[config.mk]
export PLATFORM = sky130hd
export DESIGN_NAME = instr_fetch_ctrl
export DESIGN_NICKNAME = d
export VERILOG_FILES = /design/src/rtl/instr_fetch_ctrl.sv
export SDC_FILE = /design/constraint.sdc
export NUM_CORES = 1
export LEC_CHECK = 0
export CORE_UTILIZATION = 40
export CTS_BUF_LIST = sky130_fd_sc_hd__clkbuf_8
export CTS_CLUSTER_SIZE = 20
export DETAILED_ROUTE_END_ITERATION = 12
export GPL_TIMING_DRIVEN = 0
export HOLD_SLACK_MARGIN = 0.05
export REMOVE_ABC_BUFFERS = 1
export SETUP_SLACK_MARGIN = 0.05
export SKIP_LAST_GASP = 1
export SLEW_MARGIN = 20
export SYNTH_ARGS = -nofsm -noshare
export SYNTH_HDL_FRONTEND = slang
export SYNTH_SLANG_ARGS = --single-unit
export TNS_END_PERCENT = 10
[constraint.sdc]
create_clock -name clk -period 7.6 [get_ports clk]
set_clock_uncertainty 0.15 [all_clocks]
set_input_delay 1.52 -clock clk [delete_from_list [all_inputs] [get_ports clk]]
set_output_delay 1.52 -clock clk [all_outputs]
set_load 0.005 [all_outputs]
[src/rtl/instr_fetch_ctrl.sv]
// -----------------------------------------------------------------------------
// instr_fetch_ctrl
//
// Fetch sequencer for a synchronous-read, byte-addressable instruction memory.
// Owns the fetch PC, issues at most one word read per cycle, tracks the single
// read in flight across the memory's 1-cycle latency and buffers returned
// words in a 2-entry skid FIFO whose head register drives the IF/ID outputs.
// Handles decode back-pressure, control-flow redirects and illegal targets.
//
// Ports:
//   clk, resetn          rising-edge clock, asynchronous active-low reset
//   mem_addr, mem_en     read request to instruction memory (addr = fetch PC)
//   mem_rdata            read data, valid the cycle after mem_en
//   stall                decode not ready; if_* hold while high
//   redirect_valid/_pc   restart fetch at redirect_pc (highest priority)
//   if_valid/instr/pc    head of the skid FIFO toward decode
//   fault, fault_pc      sticky illegal-target indication and its address
// -----------------------------------------------------------------------------
module instr_fetch_ctrl #(
  parameter logic [31:0] RESET_PC  = 32'h0000_0000,
  parameter int unsigned MEM_BYTES = 64
) (
  input  logic        clk,
  input  logic        resetn,
  output logic [31:0] mem_addr,
  output logic        mem_en,
  input  logic [31:0] mem_rdata,
  input  logic        stall,
  input  logic        redirect_valid,
  input  logic [31:0] redirect_pc,
  output logic        if_valid,
  output logic [31:0] if_instr,
  output logic [31:0] if_pc,
  output logic        fault,
  output logic [31:0] fault_pc
);

  localparam logic [1:0] StIdle  = 2'd0;
  localparam logic [1:0] StRun   = 2'd1;
  localparam logic [1:0] StFault = 2'd2;

  localparam logic [32:0] LastByte = 33'(MEM_BYTES) - 33'd1;

  // 33-bit sum so targets near 2^32 cannot wrap into the legal range.
  function automatic logic pc_legal(input logic [31:0] pc);
    logic [32:0] last;
    last = {1'b0, pc} + 33'd3;
    return (pc[1:0] == 2'b00) && (last <= LastByte);
  endfunction

  logic [1:0]  state_q, state_d;
  logic [31:0] fetch_pc_q, fetch_pc_d;
  logic        inflight_q, inflight_d;
  logic [31:0] rsp_pc_q, rsp_pc_d;
  logic        rsp_epoch_q, rsp_epoch_d;
  logic        epoch_q, epoch_d;
  logic [1:0]  count_q, count_d;
  logic [31:0] head_pc_q, head_pc_d;
  logic [31:0] head_instr_q, head_instr_d;
  logic [31:0] tail_pc_q, tail_pc_d;
  logic [31:0] tail_instr_q, tail_instr_d;
  logic        fault_q, fault_d;
  logic [31:0] fault_pc_q, fault_pc_d;

  logic       pop;
  logic       cur_legal;
  logic [2:0] occ;
  logic       credit_ok;
  logic       issue;
  logic       fault_now;
  logic       flush;
  logic       rsp_write;
  logic [1:0] wr_slot;

  always_comb begin
    pop       = (count_q != 2'd0) && !stall;
    cur_legal = pc_legal(fetch_pc_q);
    // Slots already committed (buffered + in flight) after this cycle's pop.
    occ       = {1'b0, count_q} + {2'b00, inflight_q} - {2'b00, pop};
    credit_ok = occ < 3'd2;
    issue     = (state_q == StRun) && cur_legal && !redirect_valid && credit_ok;
    fault_now = (state_q == StRun) && !cur_legal && !redirect_valid;
    flush     = redirect_valid || fault_now;
    // Stale-epoch responses belong to a fetch stream that was already flushed.
    rsp_write = inflight_q && (rsp_epoch_q == epoch_q) && !flush && (state_q == StRun);
    wr_slot   = count_q - {1'b0, pop};
  end

  // Control: state, fetch PC, fault and in-flight tracking.
  always_comb begin
    state_d     = state_q;
    fetch_pc_d  = fetch_pc_q;
    fault_d     = fault_q;
    fault_pc_d  = fault_pc_q;
    inflight_d  = issue;
    rsp_pc_d    = issue ? fetch_pc_q : rsp_pc_q;
    rsp_epoch_d = issue ? epoch_q : rsp_epoch_q;
    epoch_d     = flush ? ~epoch_q : epoch_q;

    if (redirect_valid) begin
      fetch_pc_d = redirect_pc;
      if (pc_legal(redirect_pc)) begin
        state_d = StRun;
        fault_d = 1'b0;
      end else begin
        state_d    = StFault;
        fault_d    = 1'b1;
        fault_pc_d = redirect_pc;
      end
    end else begin
      unique case (state_q)
        StIdle: state_d = StRun;
        StRun: begin
          if (!cur_legal) begin
            state_d    = StFault;
            fault_d    = 1'b1;
            fault_pc_d = fetch_pc_q;
          end else if (issue) begin
            fetch_pc_d = fetch_pc_q + 32'd4;
          end
        end
        default: state_d = StFault;
      endcase
    end
  end

  // Skid FIFO: head register feeds decode, tail holds the second word.
  always_comb begin
    count_d      = count_q;
    head_pc_d    = head_pc_q;
    head_instr_d = head_instr_q;
    tail_pc_d    = tail_pc_q;
    tail_instr_d = tail_instr_q;

    if (flush) begin
      count_d = 2'd0;
    end else begin
      if (pop && (count_q == 2'd2)) begin
        head_pc_d    = tail_pc_q;
        head_instr_d = tail_instr_q;
      end
      if (rsp_write) begin
        if (wr_slot == 2'd0) begin
          head_pc_d    = rsp_pc_q;
          head_instr_d = mem_rdata;
        end else begin
          tail_pc_d    = rsp_pc_q;
          tail_instr_d = mem_rdata;
        end
      end
      count_d = count_q - {1'b0, pop} + {1'b0, rsp_write};
    end
  end

  always_ff @(posedge clk or negedge resetn) begin
    if (!resetn) begin
      state_q      <= StIdle;
      fetch_pc_q   <= RESET_PC;
      inflight_q   <= 1'b0;
      rsp_pc_q     <= 32'h0;
      rsp_epoch_q  <= 1'b0;
      epoch_q      <= 1'b0;
      count_q      <= 2'd0;
      head_pc_q    <= 32'h0;
      head_instr_q <= 32'h0;
      tail_pc_q    <= 32'h0;
      tail_instr_q <= 32'h0;
      fault_q      <= 1'b0;
      fault_pc_q   <= 32'h0;
    end else begin
      state_q      <= state_d;
      fetch_pc_q   <= fetch_pc_d;
      inflight_q   <= inflight_d;
      rsp_pc_q     <= rsp_pc_d;
      rsp_epoch_q  <= rsp_epoch_d;
      epoch_q      <= epoch_d;
      count_q      <= count_d;
      head_pc_q    <= head_pc_d;
      head_instr_q <= head_instr_d;
      tail_pc_q    <= tail_pc_d;
      tail_instr_q <= tail_instr_d;
      fault_q      <= fault_d;
      fault_pc_q   <= fault_pc_d;
    end
  end

  assign mem_en   = issue;
  assign mem_addr = fetch_pc_q;
  assign if_valid = (count_q != 2'd0);
  assign if_instr = head_instr_q;
  assign if_pc    = head_pc_q;
  assign fault    = fault_q;
  assign fault_pc = fault_pc_q;

endmodule
==> run metrics, run 1 <==
status=complete, no violations; ys async rst share=1.00; worst-path fanout max=12; net switching power=730 µW; Data arrival, critical path=4.56 ns; slowest CP cell=dfrtp_1; full die area=0.0301 mm²; FF-to-FF End=if_instr[27]; Ys Warns=0; Reg2Reg Depth=13; Comb pwr share=0.109; worst hold path type=register to register; Leakage=0.00727 µW; IO buf count=198; CTS Buffer Depth=3; mapped cell area=0.0118 mm²; CTS H-tree depth=2; final slew viol count=0; DRC viols=0; Fin. Hold Viols=0; crit path launch type=register; Root Buffer=clkbuf_8; post-CTS resize count=0; worst path bufs/invs=2; vias in the first global route=9126; GRT overflow=0; leading cell type in the layout, fill and taps excluded=dfrtp_1; setup TNS=0 ns; critical path class=register to primary output; Peak Freq=0.160 GHz; total number of vias=a little under 9000; Post-Synthesis Cells=1027; #FFs+latches synth=232; hold buffer count at CTS=0; Seq/Total Area, Yosys=0.493; worst path cell trace=ha_1 -> nand4b_1 -> nor4_4 -> a22o_1 -> nand2_1 -> nor4b_1 -> nand3_1 -> nor3_2 -> buf_4 -> clkdlybuf4s50_1; clk_lat worst skew=0.55 ns; Num Clock Sinks=around 230; Power per Cell Area=189 mW/mm²; Final HPWL DP=roughly 22 mm; Diodes inserted=0; TritonRoute pass-1 iters=5; Max IR drop VDD=between 0.0001 and 0.00015 V; Finish-stage setup viols=0; DIE HEIGHT=174 µm; r2r startpoint=mem_addr[2]; RSZ-0062 raised after global routing=false; sequential group share of total power=0.464; final wirelength=30.5 mm; wire per inst=18.3 µm; DRT iter0 DRCs=about 430; Worst Tran Pin Value=0.678 ns; Slew HR=0.546; syn_area_per_cell=roughly 11 µm²; Core Region=0.0289 mm²; Sw Share=0.253; max_cap viols=0; Worst EP required=5.93 ns; GRT Total Usage=0.205; Die W=174 µm; HP Start=tail_instr_q[3]; number of flops mapped to enable cells by yosys=0; Int Power=2150 µW; post-route cell area=0.0152 mm²; internal reg-to-reg setup slack=about 3.2 ns; P&R area growth vs syn=29.6%; CTS clock-pin slew for the worst setup and hold paths=approximately 0.06 ns; Crit. End Element=primary output; Placed Instance Area=0.0144 mm²; Hold Path Sink=tail_instr_q[3]; Post-CTS Setup Inserts=0; Tcrit/Tclk final=0.820; top_reg_cell synth=dfrtp_1; Final nets=1325; first-pass GRT wire length=49.8 mm; max incr delay on CP=roughly 0.65 ns; CTS Buf Count=43; initial antenna violation count=0; hold path cells=1; via/cell ratio=5.30; min Tclk post-route=around 6.2 ns; Initial Util=0.408; clock power share=0.426; dpl ws=1.35 ns; largest net degree at the start of global routing=between 90 and 100; Routed Antenna Nets=0; crit-path leading delay family=simple AND/OR/NAND/NOR gates; # rows=62; synth unique cells=80; IO Pins=199; Placer Congestion=0.881; worst setup margin=1.37 ns; CTS tree=yes; commonest cells after routing, fill and taps aside=232 x dfrtp_1, 196 x clkdlybuf4s50_1, 103 x nand2_1, 96 x inv_1, 67 x mux2i_1; ratio of cells with drive above 1 in the final layout=0.187
==> power by group through the flow <==
| stage | logic, µW | clock network, µW | registers (µW) |
|---|---|---|---|
| 6_report | 315 | 1230 | 1340 |
| 5_1_grt | 344 | 1330 | 1340 |
| 4_1_cts | 321 | 1270 | 1340 |
| 3_5_place_dp | 319 | 0 | 1360 |
| 3_3_place_gp | 310 | 0 | 1360 |
| 2_1_floorplan | 113 | 0 | 1340 |
==> state kept, by name, indices dropped and copies added, names as in the netlist <==
name          flops
if_pc            32
rsp_pc_q         32
tail_pc_q        32
rsp_epoch_q       1
fault_pc         32
epoch_q           1
state_q           2
fault             1
tail_instr_q     32
count_q           2
mem_addr         32
if_instr         32
inflight_q        1
==> Yosys cell counts (4+ instances only) <==
cell type	instances	area, µm²
ha_1	8	100
buf_12	6	120
nor4_1	7	43.8
or2_2	6	37.5
mux2_1	4	45.0
mux2_2	52	586
nand4_1	24	150
a21oi_1	4	20.0
mux2i_1	67	671
nand2b_1	8	50.1
dfrtp_1	232	5810
a31oi_1	9	56.3
xnor2_1	13	114
nand4b_1	4	35.0
clkbuf_1	18	67.6
xor2_1	4	35.0
and4_1	4	35.0
nor2b_1	6	37.5
nor2_1	48	180
nand3_1	27	135
o21ai_0	26	130
buf_4	8	60.1
a22o_1	65	569
nor3_1	17	85.1
inv_1	83	312
nand2_1	103	387
and4b_1	4	40.0
mux2_4	60	901
and2_1	5	31.3
buf_6	6	67.6
buf_2	15	75.1
and3_1	8	50.1
==> how the worst max path moves through the flow <==
stage                            from           end  slack, ns  cells after the start
after global placement          stall  if_instr[28]      -5.86                      4
final                     mem_addr[2]        mem_en       1.37                     10
after floorplan                 stall   if_instr[0]       0.70                      3
after detailed placement        stall        mem_en       1.35                     11
after CTS                 mem_addr[2]        mem_en       1.25                     10
after global routing      mem_addr[2]        mem_en       0.98                     10
==> layout make-up <==
cell class / instances / area (µm²)
inverters: 83 / 312
fillers: 2606 / 13600
repair buffers: 232 / 2480
clock inverters: 22 / 151
clock buffers: 53 / 729
flip-flops and latches: 232 / 5810
multi-input cells: 656 / 5290
well taps: 384 / 480
==> per-layer routing <==
layer,share of wire,vias to the layer above,track usage
li1,-,4107,-
met1,0.46,4393,0.268
met2,0.46,251,0.334
met3,0.069,51,0.0557
met4,0.019,0,0.0590
met5,0,-,0
==> metrics by stage <==
stage	power, µW	util	hold WS, ns	std cells
floorplan	1460	-	0.308	971
global placement	1670	0.479	0.317	1553
detailed placement	1680	0.498	0.325	1587
CTS	2930	0.528	0.339	1662
global route	3010	0.528	0.358	1662
finish	2880	0.528	0.337	1662
==> cell families (layout without fill, tap and decap cells) <==
kind of cell / count (synthesis) / count (layout) / share of synthesized area
AO/OA/AOI/OAI: 149 / 149 / 0.101
XOR/XNOR: 17 / 17 / 0.0127
adder cells (fa/ha/maj): 9 / 9 / 0.0102
buffers and inverters: 139 / 390 / 0.0606
flip-flops: 232 / 232 / 0.493
multiplexers: 183 / 183 / 0.187
AND/OR/NAND/NOR: 298 / 298 / 0.135
Note: power is estimated with default switching activity, not from simulation.
==> run 2: changes to the inputs <==
==> constraint.sdc (replaced) <==
create_clock -name clk -period 5.75 [get_ports clk]
set_clock_uncertainty 0.15 [all_clocks]
set_input_delay 1.15 -clock clk [delete_from_list [all_inputs] [get_ports clk]]
set_output_delay 1.15 -clock clk [all_outputs]
set_load 0.005 [all_outputs]
==> run metrics, run 2 (synthesis gave the netlist of run 1 again) <==
status=complete, no violations; Core Region=0.0289 mm²; Leakage=a little over 0.007 µW; vias in the first global route=9130; GRT overflow=0; IO Pins=199; setup TNS=0 ns; beginning of the critical path=mem_addr[0]; critical path class=register to primary output; worst path cell trace=inv_1 -> ha_1 -> nand4b_1 -> nor4_4 -> a22o_1 -> nand2_1 -> nor4b_1 -> nand3_1 -> nor3_4 -> buf_4 -> clkdlybuf4s50_1; full die area=0.0301 mm²; Routed Antenna Nets=0; worst-path fanout max=10; Tcrit/Tclk final=0.937; Slew HR=0.541; Final nets=1326; CTS Buffer Depth=3; Initial Util=0.408; CTS tree=yes; initial antenna violation count=0; # rows=slightly above 60; largest net degree at the start of global routing=94; fill count=2605; max incr delay on CP=approximately 0.52 ns; dpl ws=between 0.2 and 0.25 ns; CTS H-tree depth=2; DIE HEIGHT=174 µm; wire per inst=18.4 µm; Fin. Hold Viols=0; ratio of cells with drive above 1 in the final layout=0.188; GRT Total Usage=0.205; IO buf count=198; Worst EP required=4.45 ns; Placer Congestion=0.881; hold buffer count at CTS=0; via/cell ratio=around 5.3; DRT iter0 DRCs=450; Core Util, Final=0.529; Peak Freq=0.186 GHz; leading cell type in the layout, fill and taps excluded=dfrtp_1; r2r startpoint=mem_addr[0]; final slew viol count=0; Num Clock Sinks=232; CTS Buf Count=43; Finish-stage setup viols=0; commonest cells after routing, fill and taps aside=231 x dfrtp_1, 196 x clkdlybuf4s50_1, 103 x nand2_1, 96 x inv_1, 67 x mux2i_1; clk_lat worst skew=0.55 ns; Power per Cell Area=between 200 and 250 mW/mm²; Final HPWL DP=21.8 mm; crit path launch type=register; CTS clock-pin slew for the worst setup and hold paths=0.05 ns; TritonRoute pass-1 iters=5; Diodes inserted=0; Worst Tran Pin Value=0.685 ns; min Tclk post-route=5.39 ns; internal reg-to-reg setup slack=about 1.4 ns; Root Buffer=clkbuf_8; first-pass GRT wire length=49.8 mm; RSZ-0062 raised after global routing=false; max_cap viols=0; total number of vias=just under 9000; post-route cell area=0.0153 mm²; final wirelength=between 30 and 40 mm; HP Start=tail_instr_q[3]; worst hold path type=register to register; Die W=174 µm; P&R area growth vs syn=29.7%; Crit. End Element=primary output; DRC viols=0; Data arrival, critical path=4.09 ns; slowest CP cell=clkdlybuf4s50_1; Max IR drop VDD=0.000180 V; Placed Instance Area=0.0144 mm²; worst setup margin=~0.36 ns
run 2: layout make-up:
type | count | area, µm² | area share
Clock buffer | 53 | 729 | 0.0478
Inverter | 83 | 312 | 0.0204
Timing Repair Buffer | 233 | 2490 | 0.163
Tap cell | 384 | 480 | 0.0315
Clock inverter | 22 | 151 | 0.00992
Multi-Input combinational cell | 656 | 5290 | 0.347
Sequential cell | 232 | 5810 | 0.380
run 2: worst paths after layout:
kind / cells past startpoint / end
min in group asynchronous: 1 / if_instr[9]
setup / recovery: 11 / mem_en
hold reg to reg: 1 / tail_instr_q[3]
setup reg to reg: 14 / if_instr[27]
max in group asynchronous: 2 / mem_addr[16]
hold / removal: 1 / tail_instr_q[3]
run 2: layer usage:
metal  vias up  track usage  share of wire
met5         -            0              0
met4         0       0.0590          0.019
met3        55       0.0557          0.071
met2       275        0.334           0.45
met1      4396        0.268           0.45
li1       4103            -              -
run 2: report_power, final:
part           internal, µW  switching (µW)  leakage, µW  total (µW)
registers              1690            76.0      0.00295        1770
logic                   228             189      0.00382         417
clock network           922             700     0.000507        1620
run 2: stage by stage:
| step | hold slack [ns] | total power, µW | cells |
|---|---|---|---|
| final | 0.337 | 3810 | 1663 |
| after global routing | 0.358 | 3980 | 1663 |
| after CTS | 0.339 | 3870 | 1663 |
| after detailed placement | 0.325 | 2210 | 1587 |
| after global placement | 0.317 | 2200 | 1553 |
| after floorplan | 0.308 | 1930 | 971 |
run 2: repair_timing:
action                                  in CTS  in global routing
endpoints found under the setup margin       1                  1
gates cloned                                 0                  0
resized for setup                            2                  0
pin swaps                                    1                  1
buffers inserted                             1                  0
run 2: worst max-delay path, delay by kind of cell (launching register included):
family / cells / cell delay [ns]
and+or+nand+nor: 6 / 1.60
AOI/OAI and AO/OA: 1 / 0.26
buffers and inverters: 3 / 0.88
DFF: 1 / 0.50
adders and majority gates: 1 / 0.30
==> run 3: changes to the inputs <==
--- a/config.mk
+++ b/config.mk
@@ -13,7 +13,6 @@
 export HOLD_SLACK_MARGIN = 0.05
 export REMOVE_ABC_BUFFERS = 1
 export SETUP_SLACK_MARGIN = 0.05
-export SKIP_LAST_GASP = 1
 export SLEW_MARGIN = 20
 export SYNTH_ARGS = -nofsm -noshare
 export SYNTH_HDL_FRONTEND = slang
==> constraint.sdc (replaced) <==
create_clock -name clk -period 6.7 [get_ports clk]
set_clock_uncertainty 0.15 [all_clocks]
set_input_delay 1.34 -clock clk [delete_from_list [all_inputs] [get_ports clk]]
set_output_delay 1.34 -clock clk [all_outputs]
set_load 0.005 [all_outputs]
==> results of run 3 <==
The final DEF is identical to that of run 1. Status: complete, no violations.
Among the figures that moved: setup slack after placement 1.35 ns -> 0.809 ns; setup slack after layout 1.37 ns -> 0.647 ns; register-to-register setup slack 3.15 ns -> 2.25 ns; total power 2880 µW -> 3270 µW; worst IR drop on VDD 0.000136 V -> 0.000155 V
